File: src/rtl/rr_grant_sequencer.sv
// rtl/rr_grant_sequencer.sv - four-channel round-robin grant sequencer driving a 2-to-4 decoder
module rr_grant_sequencer #(
  parameter int HOLD_MAX = 8
) (
  input  logic       clk,
  input  logic       rst_n,
  input  logic [3:0] req,
  input  logic       done,
  output logic       A,
  output logic       B,
  output logic       enable,
  output logic       busy,
  output logic       timeout
);

  localparam logic [7:0] HOLD_LIMIT = 8'(HOLD_MAX);

  typedef enum logic {
    S_IDLE  = 1'b0,
    S_GRANT = 1'b1
  } state_t;

  state_t     r_state;
  state_t     w_state_nxt;
  logic [1:0] r_sel;
  logic [1:0] w_sel_nxt;
  logic [1:0] r_last;
  logic [1:0] w_last_nxt;
  logic [7:0] r_cnt;
  logic [7:0] w_cnt_nxt;
  logic       r_timeout;
  logic       w_timeout_nxt;
  logic [1:0] w_pick;
  logic [1:0] w_cand;
  logic       w_pick_valid;

  // Scan from farthest to nearest so the channel right after the last owner wins.
  always_comb begin
    w_pick       = r_last;
    w_cand       = r_last;
    w_pick_valid = 1'b0;
    for (int k = 4; k >= 1; k--) begin
      w_cand = r_last + 2'(k);
      if (req[w_cand]) begin
        w_pick       = w_cand;
        w_pick_valid = 1'b1;
      end
    end
  end

  always_comb begin
    w_state_nxt   = r_state;
    w_sel_nxt     = r_sel;
    w_last_nxt    = r_last;
    w_cnt_nxt     = r_cnt;
    w_timeout_nxt = 1'b0;
    case (r_state)
      S_IDLE: begin
        if (w_pick_valid) begin
          w_sel_nxt   = w_pick;
          w_cnt_nxt   = 8'd1;
          w_state_nxt = S_GRANT;
        end
      end
      S_GRANT: begin
        if (done || !req[r_sel]) begin
          w_last_nxt  = r_sel;
          w_state_nxt = S_IDLE;
        end else if (r_cnt == HOLD_LIMIT) begin
          w_last_nxt    = r_sel;
          w_timeout_nxt = 1'b1;
          w_state_nxt   = S_IDLE;
        end else begin
          w_cnt_nxt = r_cnt + 8'd1;
        end
      end
      default: w_state_nxt = S_IDLE;
    endcase
  end

  always_ff @(posedge clk or negedge rst_n) begin
    if (!rst_n) begin
      r_state   <= S_IDLE;
      r_sel     <= 2'd0;
      r_last    <= 2'd3;
      r_cnt     <= 8'd0;
      r_timeout <= 1'b0;
    end else begin
      r_state   <= w_state_nxt;
      r_sel     <= w_sel_nxt;
      r_last    <= w_last_nxt;
      r_cnt     <= w_cnt_nxt;
      r_timeout <= w_timeout_nxt;
    end
  end

  assign A       = r_sel[1];
  assign B       = r_sel[0];
  assign enable  = (r_state == S_GRANT);
  assign busy    = (r_state == S_GRANT);
  assign timeout = r_timeout;

endmodule

File: config.mk
export PLATFORM = sky130hd
export DESIGN_NAME = rr_grant_sequencer
export DESIGN_NICKNAME = d
export VERILOG_FILES = /design/src/rtl/rr_grant_sequencer.sv
export SDC_FILE = /design/constraint.sdc
export NUM_CORES = 1
export LEC_CHECK = 0
export ABC_AREA = 1
export BUFFER_PORTS_ARGS = -buffer_cell sky130_fd_sc_hd__buf_4
export CAP_MARGIN = 20
export CORE_ASPECT_RATIO = 0.6
export CORE_MARGIN = 4
export CORE_UTILIZATION = 45
export CTS_BUF_LIST = sky130_fd_sc_hd__clkbuf_2
export DETAILED_ROUTE_END_ITERATION = 6
export GPL_ROUTABILITY_DRIVEN = 0
export MAX_ROUTING_LAYER = met4
export PLACE_DENSITY = 0.65
export SETUP_SLACK_MARGIN = 0.5
export SYNTH_ARGS = -nofsm -noshare
export SYNTH_HDL_FRONTEND = slang
export SYNTH_SLANG_ARGS = --single-unit
File: constraint.sdc
create_clock -name clk -period 1.8 [get_ports clk]
set_input_delay 0.18 -clock clk [delete_from_list [all_inputs] [get_ports clk]]
set_output_delay 0.18 -clock clk [all_outputs]
set_load 0.02 [all_outputs]
# Word level (Yosys, flattened, before mapping)

Index checks and enable logic that the tools add are counted.

Flip-flop bits (word level): 14
Input bits: 7
Logic and storage cells: 55

Add/subtract/negate cells: 4
Order comparisons: 5
Eq/ne operators: 4
Muxes and demuxes: 30
Bitwise operators: 1
Reduce and logical (&&, ||, !) cells: 6

Operators with widths:

| cell                  | number |
|---|---|
| $mux W8               | 3 |
| $pmux W8 S2           | 1 |
| $lt A2 B3 Y1 const B  | 5 |
| $mux W1               | 15 |
| $bmux W1 S2           | 5 |
| $mux W2               | 5 |
| $add A8 B1 Y8 const B | 1 |
| $eq A8 B4 Y1 const B  | 1 |
| $ne A2 B2 Y1 const B  | 3 |
| $add A2 B2 Y2 const B | 2 |
| $reduce_and A2 Y1     | 2 |
| $reduce_and A3 Y1     | 1 |
| $add A2 B1 Y2 const B | 1 |
| $pmux W1 S2           | 1 |
| $reduce_bool A2 Y1    | 1 |
| $logic_not A1 Y1      | 1 |
| $logic_or A1 B1 Y1    | 1 |
| $not A1 Y1            | 1 |

# Longest topological paths before layout

Depth after elaboration: 8
Gate-level depth with buffers: 9
Depth with buffers taken out: 9

# Least setup slack after synthesis

Ideal clock, no wire load.

Path type: reg-to-reg
Start point: reg r_last[0]
End point: reg r_cnt[5]
Data arrival time: 1267 ps
Data required time: 1681 ps
Path slack: 415 ps
Stages on the path, launching flop included: 9
Clock period less this slack: 1385 ps
Cells stage by stage: dfstp_2 buf_6 nand2_2 nand2_2 nand2_2 o21ai_4 nand2_2 nand3_1 nand2_1

Cells in the longest elaborated chain, start to end: 8
Elaborated cells on any way between the ends: 17

Ends and longest elaborated chain:

| element                                      | line   | text |
|---|---|---|
| start, declared                              | 27     | `logic [1:0] r_last;` |
| start signal, assigned                       | 91     | `r_last <= w_last_nxt;` |
| $add A2 B2 Y2 or $bmux W1 S2 (tied branches) | 43, 44 |  |
| $bmux W1 S2 or $mux W1 (tied branches)       | 44     | `if (req[w_cand]) begin` |
| $mux W1 (not written as such)                | 44     |  |
| $mux W1 (2 in series)                        | 44     |  |
| $mux W1 *                                    | 44     |  |
| $ne A2 B2 Y1 (no line) *                     | n/a    |  |
| $reduce_and A3 Y1 (no line) *                | n/a    |  |
| end signal, assigned                         | 92     | `r_cnt <= w_cnt_nxt;` |
| end, declared                                | 29     | `logic [7:0] r_cnt;` |

Every way passes the cells marked *; elsewhere a longest branch is shown, timed or not. The select of a mux whose other input is x is not followed.
A chain may end at the register's enable or synchronous reset.

# Worst setup path in the final report

Start point: reg r_last[0]
End point: reg r_cnt[3]

Same word-level chain as after synthesis.

==> run metrics <==
Gate Count Post-Synth 170; Leakage Power approximately 0.73 nW; GRT overflow 0; Crit path required time 1.99 ns; H-tree levels 1; Buf/Inv on CP 0; Chip Width 71.3 um; Pins Over Slew Limit 0; area of the mapped netlist 0.00108 sq mm; Hold/Removal Path Class in -> reg; Core Footprint about 0.0022 sq mm; FF+latch count, synth 14; io pins 12; antenna diode count 0; post-route cell area around 0.0013 sq mm; EDFF count, synth 0; Max IR drop VDD 0.968 mV; DRT Pass-1 Iters 4; post-placement cell count approximately 210; critical-path cell list nand2_1, nand2_2, nand2_2, o21ai_4, nand2_4, nand3_1, nand2_1; RSZ-0062 raised after global routing true; Tmin final 1.55 ns; Fmax approximately 0.65 GHz; Site Rows 13; DRT iter0 DRCs 97; Slew headroom 82.8%; period utilization 85.8%; vias per cell 5.17; Starting Density 48.5%; CP max-delay cell dfstp_2; wire per inst 12.9 um; Setup Skew 0.00536 ns; Final setup viols 0; Distinct cells, synth 23; clock sink count 14; post-synthesis sequential area ratio 32.6%; Synth Warn # 0; cell class contributing the biggest share of worst-path delay flip-flops; Avg Inst Size Synth 6.36 sq um; CTS tree built; syn_nets 179; antenna viol nets, final 0; vias in the first global route 950; CP max FO 8; Slew @ Worst Pin ~0.26 ns; drt drc 0; via count approximately 1100; clock root buffer master clkbuf_2; status complete, no violations; Final #Nets 199; die footprint 0.00328 sq mm; post-placement cell area 0.00118 sq mm; Crit. End Element flip-flop; area delta synth->final 22.7%; worst skew pair latency 0.28 ns; first-pass GRT wire length 4370 um; Async S/R FF share, synth 100%; antenna violations before repair 0; Finished Layout Cells 219; ratio of cells with drive above 1 in the final layout 27.5%; die height 46.0 um; worst-case clock buffer depth 2; largest net degree at the start of global routing 15; Post-synth top flop dfrtp_1; critical path's largest stage delay 0.68 ns; CTS buffer count 3; I/O Buffers 11; Arr. time, crit path 1.74 ns; final hold violation count 0; clk slew on worst S/H paths 0.14 ns; routed wire length 2830 um; Setup TNS Final 0 ns; startpoint types flip-flop; Crit Path Class reg -> reg; hpwl dp 1990 um; gr usage total 18.2%; maxcap violations 0; hold slack final 0.235 ns; cell area power density 1520 mW/mm^2
## layout by cell type, fill, tap and decap left out, drive strengths merged
| cell type | instances |
|---|---|
| a21oi | 1 |
| and3b | 1 |
| buf | 18 |
| clkbuf | 4 |
| dfrtp | 12 |
| dfstp | 2 |
| dlygate4sd3 | 1 |
| ha | 2 |
| inv | 18 |
| nand2 | 79 |
| nand3 | 25 |
| nand4 | 1 |
| nor2 | 14 |
| nor3 | 2 |
| nor3b | 1 |
| o211ai | 1 |
| o21ai | 5 |
| xnor2 | 1 |
| xor2 | 1 |
## worst min-delay path, delay by kind of cell
kind                   cells  cell delay [ns]
buffers and inverters      2             0.15
and+or+nand+nor            2             0.16
## cell usage after synthesis, types with 2 or more instances
cell type  count  area share, %
buf_6          2            2.1
dfrtp_1       12             28
dfstp_2        2            4.9
ha_1           2            2.3
inv_1         16            5.6
inv_2          2           0.69
nand2_1       72             25
nand2_2        6            3.5
nand3_1       25             12
nor2_1        14            4.9
nor3_1         2           0.93
o21ai_0        4            1.9
## final timing paths
| path | slack [ns] | endpoint | startpoint | cells after the start |
|---|---|---|---|---|
| worst max register to register | 0.25 | r_cnt[3] | r_last[0] | 7 |
| max in group asynchronous | 1.28 | r_last[1] | rst_n | 2 |
| worst min register to register | 0.51 | r_last[1] | r_last[1] | 2 |
| worst min-delay path | 0.23 | timeout | done | 4 |
| worst max-delay path | 0.25 | r_cnt[3] | r_last[0] | 7 |
| min in group asynchronous | 0.27 | r_sel[1] | rst_n | 2 |
## registers in the layout (all words and copies together) (netlist names)
signal   cells
timeout      1
busy         1
r_sel        2
r_last       2
r_cnt        8
## through the flow
stage | util, % | power (mW) | setup slack (ns)
after detailed placement | 53.0 | 1.59 | 0.126
final | 59.5 | 2.02 | 0.255
after global placement | 53.0 | 1.58 | 0.212
after floorplan | - | 1.34 | 0.416
after global routing | 59.5 | 2.16 | 0.163
after CTS | 58.2 | 1.92 | 0.283
## metal layers
layer / GRT usage (%) / wire length, um / share of wire (%)
met2: 22.8 / 1100 / 39
met3: 5.07 / 299 / 11
met1: 27.7 / 1420 / 50
met4: 4.49 / 8 / 0.28
met5: - / 0 / 0
## what timing repair did
item                                    in CTS  in global routing
setup buffers                                5                  1
endpoints found under the setup margin      13                 14
resized for setup                           13                  7
pin swaps                                    5                  2
hold endpoints to repair                    14                  0
hold buffers                                 1                  0
gates cloned                                 0                  0
## cells by family after synthesis
group           after synthesis  share of synthesized area (%)
buf+inv                      22                           9.38
flops                        14                           32.6
fa+ha+maj                     2                           2.31
xor+xnor                      2                           1.62
simple gates                123                           49.5
compound gates                7                           4.51
## cell type report
class | count | area, sq um
flip-flops and latches | 14 | 355
inverters | 18 | 67.6
clock buffers | 4 | 20.0
repair buffers | 19 | 153
well taps | 30 | 37.5
multi-input cells | 134 | 693
fillers | 191 | 902
## power breakdown
part / leakage (nW) / switching, mW / internal [mW] / total [mW]
clock network: 0.0166 / 0.104 / 0.0589 / 0.163
logic: 0.531 / 0.764 / 0.482 / 1.25
registers: 0.177 / 0.184 / 0.424 / 0.608
No activity file was read; power rests on OpenSTA's default activity.
